===== src/rtl/circular_op_stepper.sv =====
// circular_op_stepper
//   Walks a circular arc one unit step at a time. Each move goes along a single
//   axis, and the stepper picks whichever candidate keeps the point closest to
//   the true circle.
//
//   State | Meaning
//   ------+-------------------------------------------------------------
//   IDLE  | start_rdy=1, waiting for arc parameters
//   INIT  | compute err = x^2 + y^2 - r^2 for the start point
//   STEP  | present one move per handshake until steps_left reaches 0
//   DONE  | one-cycle done pulse, then back to IDLE
//
// Ports
//   clk, reset                 : clock, synchronous active-high reset
//   start_valid / start_rdy    : arc-parameter handshake
//   is_cw, start_x, start_y, r : direction, start point relative to center, radius
//   num_steps                  : number of unit moves to emit
//   out_valid / out_rdy        : move handshake toward the step-output stage
//   out_axis, out_neg          : move axis (0=X, 1=Y) and direction (1 = -1)
//   out_x, out_y               : position after the presented move
//   steps_left                 : moves remaining, including the one presented
//   done                       : one-cycle pulse after the last move is accepted
module circular_op_stepper #(
  parameter  int NUM_BITS  = 8,
  localparam int STEP_BITS = NUM_BITS + 3,
  localparam int ERR_BITS  = 2 * NUM_BITS + 3
) (
  input  logic                        clk,
  input  logic                        reset,
  input  logic                        start_valid,
  output logic                        start_rdy,
  input  logic                        is_cw,
  input  logic signed [NUM_BITS-1:0]  start_x,
  input  logic signed [NUM_BITS-1:0]  start_y,
  input  logic        [NUM_BITS-1:0]  r,
  input  logic        [STEP_BITS-1:0] num_steps,
  output logic                        out_valid,
  input  logic                        out_rdy,
  output logic                        out_axis,
  output logic                        out_neg,
  output logic signed [NUM_BITS-1:0]  out_x,
  output logic signed [NUM_BITS-1:0]  out_y,
  output logic        [STEP_BITS-1:0] steps_left,
  output logic                        done
);

  typedef enum logic [1:0] {IDLE, INIT, STEP, DONE} state_t;

  state_t                      state_q, state_d;
  logic                        cw_q;
  logic signed [NUM_BITS-1:0]  cur_x, cur_y;
  logic        [NUM_BITS-1:0]  r_q;
  logic signed [ERR_BITS-1:0]  err_q;
  logic        [STEP_BITS-1:0] steps_q;

  logic signed [ERR_BITS-1:0]  x_e, y_e, r_e, err_init;
  logic signed [ERR_BITS-1:0]  e_x, e_y, e_sel;
  logic        [ERR_BITS-1:0]  abs_x, abs_y;
  logic                        x_pos, x_neg, x_zero, y_pos, y_neg, y_zero;
  logic                        neg_x, neg_y, sel_y;
  logic signed [NUM_BITS-1:0]  tgt_x, tgt_y;

  always_comb begin
    x_e = {{(ERR_BITS-NUM_BITS){cur_x[NUM_BITS-1]}}, cur_x};
    y_e = {{(ERR_BITS-NUM_BITS){cur_y[NUM_BITS-1]}}, cur_y};
    r_e = {{(ERR_BITS-NUM_BITS){1'b0}}, r_q};
    err_init = x_e * x_e + y_e * y_e - r_e * r_e;

    x_neg  = cur_x[NUM_BITS-1];
    x_zero = (cur_x == '0);
    x_pos  = !x_neg && !x_zero;
    y_neg  = cur_y[NUM_BITS-1];
    y_zero = (cur_y == '0);
    y_pos  = !y_neg && !y_zero;

    // Counter-clockwise candidate directions per quadrant; origin counts as Q1.
    if ((x_pos && !y_neg) || (x_zero && y_zero)) begin
      neg_x = 1'b1; neg_y = 1'b0;
    end else if (!x_pos && y_pos) begin
      neg_x = 1'b1; neg_y = 1'b1;
    end else if (x_neg && !y_pos) begin
      neg_x = 1'b0; neg_y = 1'b1;
    end else begin
      neg_x = 1'b0; neg_y = 1'b0;
    end
    if (cw_q) begin
      neg_x = !neg_x;
      neg_y = !neg_y;
    end

    // (a +/- 1)^2 - a^2 = +/-2a + 1, so each candidate error is an increment on err.
    e_x = err_q + (neg_x ? -(x_e + x_e) : (x_e + x_e)) + ERR_BITS'(1);
    e_y = err_q + (neg_y ? -(y_e + y_e) : (y_e + y_e)) + ERR_BITS'(1);
    abs_x = e_x[ERR_BITS-1] ? -e_x : e_x;
    abs_y = e_y[ERR_BITS-1] ? -e_y : e_y;

    if (abs_x < abs_y)      sel_y = 1'b0;
    else if (abs_x > abs_y) sel_y = 1'b1;
    else if (e_x == e_y)    sel_y = 1'b0;
    else                    sel_y = e_x[ERR_BITS-1];  // equal magnitude: take the e>=0 side

    e_sel = sel_y ? e_y : e_x;
    tgt_x = sel_y ? cur_x : cur_x + {{(NUM_BITS-1){neg_x}}, 1'b1};
    tgt_y = sel_y ? cur_y + {{(NUM_BITS-1){neg_y}}, 1'b1} : cur_y;
  end

  always_comb begin
    state_d = state_q;
    case (state_q)
      IDLE: if (start_valid) state_d = INIT;
      INIT: state_d = (steps_q == '0) ? DONE : STEP;
      STEP: if (out_rdy && steps_q == STEP_BITS'(1)) state_d = DONE;
      DONE: state_d = IDLE;
      default: state_d = IDLE;
    endcase
  end

  always_ff @(posedge clk) begin
    if (reset) begin
      state_q <= IDLE;
      cw_q    <= 1'b0;
      cur_x   <= '0;
      cur_y   <= '0;
      r_q     <= '0;
      err_q   <= '0;
      steps_q <= '0;
    end else begin
      state_q <= state_d;
      case (state_q)
        IDLE: if (start_valid) begin
          cw_q    <= is_cw;
          cur_x   <= start_x;
          cur_y   <= start_y;
          r_q     <= r;
          steps_q <= num_steps;
        end
        INIT: err_q <= err_init;
        STEP: if (out_rdy) begin
          cur_x   <= tgt_x;
          cur_y   <= tgt_y;
          err_q   <= e_sel;
          steps_q <= steps_q - STEP_BITS'(1);
        end
        default: ;
      endcase
    end
  end

  // Move outputs are held at zero outside STEP so the idle bus is quiet.
  assign start_rdy  = (state_q == IDLE);
  assign out_valid  = (state_q == STEP);
  assign done       = (state_q == DONE);
  assign out_axis   = out_valid && sel_y;
  assign out_neg    = out_valid && (sel_y ? neg_y : neg_x);
  assign out_x      = out_valid ? tgt_x : '0;
  assign out_y      = out_valid ? tgt_y : '0;
  assign steps_left = steps_q;

endmodule


===== config.mk =====
export PLATFORM = sky130hd
export DESIGN_NAME = circular_op_stepper
export DESIGN_NICKNAME = d
export VERILOG_FILES = /design/src/rtl/circular_op_stepper.sv
export SDC_FILE = /design/constraint.sdc
export NUM_CORES = 1
export LEC_CHECK = 0
export CORE_MARGIN = 3
export CORE_UTILIZATION = 50
export CTS_BUF_LIST = sky130_fd_sc_hd__clkbuf_8
export DETAILED_ROUTE_END_ITERATION = 6
export PLACE_DENSITY = 0.71
export SLEW_MARGIN = 20
export SYNTH_ARGS = -nofsm -noshare
export SYNTH_HDL_FRONTEND = slang
export SYNTH_SLANG_ARGS = --single-unit

===== constraint.sdc =====
create_clock -name clk -period 10 [get_ports clk]
set_input_delay 2 -clock clk [delete_from_list [all_inputs] [get_ports clk]]
set_output_delay 2 -clock clk [all_outputs]
set_load 0.05 [all_outputs]

After elaboration in Yosys (flattened, before gate mapping)

Cells that the tools add are included.

Register bits after elaboration: 57
Latch bits: 0
Bits in writable memories: 0
Bits in read-only memories: 0
Input bits: 40
Output and inout bits: 32
Logic and storage cells: 98
Memories: 0

Add/sub/neg operators: 15
$mul: 3
Div/mod/pow operators: 0
Order comparisons: 2
Eq/ne operators: 8
Shifts and indexed selects: 0
Multiplexer cells: 35
Bitwise operators: 0
Reductions and logical operators: 28

Operators by type and width:

| cell                    | count |
|---|---|
| $mux W19                | 6 |
| $neg A19 Y19            | 4 |
| $mux W8                 | 8 |
| $mul A8 B8 Y16          | 3 |
| $add A19 B19 Y19        | 2 |
| $add A19 B2 Y19 const B | 2 |
| $pmux W19 S2            | 1 |
| $pmux W8 S2             | 2 |
| $mux W11                | 2 |
| $pmux W11 S2            | 1 |
| $eq A19 B19 Y1          | 1 |
| $gt A19 B19 Y1          | 1 |
| $lt A19 B19 Y1          | 1 |
| $add A8 B8 Y9           | 2 |
| $sub A17 B17 Y18        | 1 |
| $add A16 B16 Y17        | 1 |
| $add A8 B8 Y8           | 2 |
| $logic_not A8 Y1        | 2 |
| $mux W1                 | 12 |
| $eq A11 B1 Y1 const B   | 1 |
| $logic_not A11 Y1       | 1 |
| $sub A11 B1 Y11 const B | 1 |
| $logic_and A1 B1 Y1     | 9 |
| $logic_not A1 Y1        | 8 |
| 11 further kinds        | 17 |

Depth between registers and ports, before layout

Word-level depth: 21
Depth in mapped cells: 38
Depth with buffers taken out: 37

Worst setup path after synthesis

Ideal clock, no wire load.

Kind: register to output
Start point: reg cur_y[0]
End point: out out_x[7]
Arrival time: 8.238 ns
Data required time: 8.000 ns
Path slack: -0.238 ns
Stages on the path, launching flop included: 33
Path through: dfxtp_1 clkbuf_1 inv_1 ha_1 nand3_1 ha_1 o21ai_0 o221ai_2 xnor2_1 clkinv_1 a21oi_1 xnor2_1 ha_1 clkbuf_1 o211ai_1 a21oi_1 a31o_2 a21oi_1 xnor2_1 or4_1 nor4b_1 nand3b_1 or4_1 ha_1 nand3_1 nor3_1 nand4_1 nor4_1 and4_1 and4_1 a21oi_1 or3_1 a21oi_1

Longest elaborated chain between the ends: 20
Elaborated cells between the ends (all ways): 38
Classes of those cells: 9 x add/sub; 2 x order compare; 1 x eq/ne; 16 x mux; 10 x reduce/logical

RTL lines:

| element                                               | line | RTL |
|---|---|---|
| start: declaration                                    | 51   | `logic signed [NUM_BITS-1:0] cur_x, cur_y;` |
| start signal: assignment                              | 133  | `cur_y <= start_y;` |
| start signal: assignment                              | 140  | `cur_y <= tgt_y;` |
| branches (longest 18 deep; another with $neg A19 Y19) | --   |  |
| $mux W8 (*)                                           | 103  | `tgt_x = sel_y ? cur_x : cur_x + {{(NUM_BITS-1){neg_x}}, 1'b1};` |
| $mux W8 (*)                                           | 155  | `assign out_x = out_valid ? tgt_x : '0;` |
| end: declaration                                      | 41   | `output logic signed [NUM_BITS-1:0] out_x,` |

Mark *: on every way between the ends.

Worst setup path after layout

Start point: reg cur_x[6]
End point: out out_x[0]

Longest elaborated chain between the ends: 19
Elaborated cells between the ends (all ways): 36
Classes of those cells: 8 x add/sub; 2 x order compare; 1 x eq/ne; 15 x mux; 10 x reduce/logical

RTL lines:

| element                                               | line | RTL |
|---|---|---|
| start: declaration                                    | 51   |  |
| start signal: assignment                              | 132  | `cur_x <= start_x;` |
| start signal: assignment                              | 139  | `cur_x <= tgt_x;` |
| branches (longest 16 deep; another with $neg A19 Y19) | --   |  |
| $mux W1 (*)                                           | 97   | `if (abs_x < abs_y) sel_y = 1'b0;` |
| $mux W8 (*)                                           | 103  |  |
| $mux W8 (*)                                           | 155  |  |

Marks and branches as above.

==> impl_metrics.yaml <==
run_status:
  status: "complete, no violations"
routing:
  ant_nets: 0
  num_vias: 12900
  avgViaCountPerCell: 5.87
  wl_per_cell_um: 19.9
  drtPass1Iterations: 5
  wl_um: 43800
  drc: 0
  drtIter0Drc: 1156
cts:
  cts-hold-fix-buffers: 0
  clock_latency_ns: 0.39
  clk_pin_slew_ns: 0.10
  cts_tree: "done"
  cts.htree.levels: 3
  cts_inserted_buffers: 9
  cts_buffer_depth: 2
  cts_root_buf: "clkbuf_8"
  cts.sinks: 57
logic_synthesis:
  syn_avg_cell_area_sq_um: 8.29
  yosys_warnings: 0
  syn-num-nets: 2119
  synth_async_sr_flop_share: 0
  synth_edf_count: 0
  seq_area_frac_synth: 0.0795
  synth.distinct_cells: 87
  syn_area_sq_mm: 0.0143
  ys_seq_elements: 57
  synth_flop_cell: "dfxtp_1"
  syn_inst: 1731
cells_and_area:
  area_growth_pct: 14.4
  layout.cells.most_common: "inv_1"
  n_antenna_cell: 0
  multi_input_area_sq_mm: 0.0123
  seqCellArea_sq_mm: 0.00115
  layout-drive-gt1-share: 0.109
  final_cell_mix: "inv_1 (220), ha_1 (179), fa_1 (166)"
  num-fill-cells: 2564
  nets: 2209
worst_setup_path:
  critical_path.max_stage_delay_ns: 0.58
  critPathMaxFanout: 8
  critPathKind: "flop to output pin"
  crit_required_ns: 8.00
  endpoint_kind: "output pin"
  rr_worst_depth: 35
  critPathLaunchType: "flop"
  cpMaxStageDelayCell: "or4_4"
  path_common_cell: "ha_1"
  arrival_ns: 7.71
die:
  core_area_sq_mm: 0.0280
  die_area_sq_mm: 0.0308
  die_h_um: 175
  die_x_um: 175
  io_pins: 72
  rows: 61
  start_util: 0.512
sta:
  finalSetupTns_ns: 0
  setup_viol: 0
  max_freq_mhz: 103
  period_share: 0.971
  skew_ns: 0.0204
  drv_slew: 0
  min_period_ns: 9.71
  worstMarginPinSlew_ns: 1.02
  maxSlewHeadroom: 0.313
  hold_viol_final: 0
hold_path:
  min_path_type: "flop to flop"
  whs_path_depth: 2
grt:
  grt_start_max_net_pins: 59
  grt_pass1_vias: 12900
  grt_pass1_wl_um: 70200
  grt_overflow: 0
  use_met1: 0.409
  met2_usage: 0.456
  track_usage: 0.289
  gr-usage-met3: 0.0391
  antenna_found_initial: 1
  busiest_layer: "met2"
placement:
  place_hpwl_um: 36000
  portBuffers: 71
  place.gp.congestion: 1.03
run:
  maxCapViolations: 0
[layer usage]
layer,wire (um),part of all wire
met2,19700,0.45
met3,3400,0.078
met1,19000,0.43
met4,1660,0.038
met5,11,0.00025
[path summary, 6_finish.rpt]
check | from | endpoint | slack [ns]
worst max register to register | r_q[0]$_SDFFE_PP0P_ | err_q[18]$_SDFFE_PP0P_ | 0.53
worst min register to register | state_q[1]$_SDFFE_PP0P_ | state_q[1]$_SDFFE_PP0P_ | 0.51
worst min-delay path | state_q[1]$_SDFFE_PP0P_ | state_q[1]$_SDFFE_PP0P_ | 0.51
worst max-delay path | cur_x[6]$_SDFFE_PP0P_ | out_x[0] | 0.29
[registers in the layout, indices dropped and copies added, names as in the netlist]
name	count
cur_x	8
cur_y	8
steps_left	11
state_q	2
cw_q	1
r_q	8
err_q	19
[logic make-up after synthesis]
family	count (synthesis)	share of synthesized area
simple gates	471	0.160
fa+ha+maj	348	0.390
compound gates	378	0.173
buf+inv	295	0.0791
xor+xnor	153	0.0964
flops	57	0.0795
mux	29	0.0215
[stage by stage]
step           cells  worst slack, ns  hold WS, ns  utilization  instance area [sq um]
2_1_floorplan   1731           0.0483        0.469            -                  14400
3_3_place_gp    2181            0.335        0.485        0.570                  16000
3_5_place_dp    2181            0.217        0.492        0.570                  16000
4_1_cts         2201           0.0210        0.506        0.580                  16200
5_1_grt         2204          -0.0219        0.535        0.586                  16400
6_report        2204            0.291        0.505        0.586                  16400
[synthesized netlist by cell type (7+ instances only)]
cell	count	area (sq um)
o22ai_1	11	68.8
o21bai_1	11	82.6
a21o_1	35	263
nand3_1	33	165
a21oi_1	123	616
and2_1	41	257
nor3_1	28	140
nor2_1	127	477
nor2b_1	20	125
o21ai_0	55	275
a31oi_1	16	100
clkbuf_1	53	199
ha_1	182	2280
nand2b_1	19	119
nand2_1	137	514
xnor2_1	96	841
mux2i_1	26	260
dfxtp_1	57	1140
inv_1	220	826
nand4_1	10	62.6
or2_2	7	43.8
xor2_1	53	464
o211ai_1	10	75.1
o21a_1	8	60.1
a211oi_1	30	225
fa_1	166	3320
nor4_1	8	50.1
[critical path, delay by kind of cell, from the launching register on]
| family | cells | cell delay (ns) |
|---|---|---|
| and+or+nand+nor | 13 | 3.53 |
| AOI/OAI and AO/OA | 8 | 1.37 |
| adders and majority gates | 3 | 0.85 |
| xor gates and xnor gates | 4 | 0.67 |
| buffers and inverters | 3 | 0.53 |
| DFF | 1 | 0.32 |
[area by class of cell]
cell class              instances  share of cell area
clock buffers                   9             0.00755
clock inverters                 7             0.00511
inverters                     227              0.0519
multi-input cells            1379               0.748
flip-flops and latches         57              0.0704
well taps                     378              0.0288
repair buffers                147              0.0882
[repair_timing]
action,4_1_cts,5_1_grt
pin swaps,2,3
resized for setup,4,48
endpoints found under the setup margin,17,24
buffers inserted,4,3
Power is left out: the tool's default activity adds up to more than one toggle a clock period on the data nets, which glitch-free logic cannot reach.
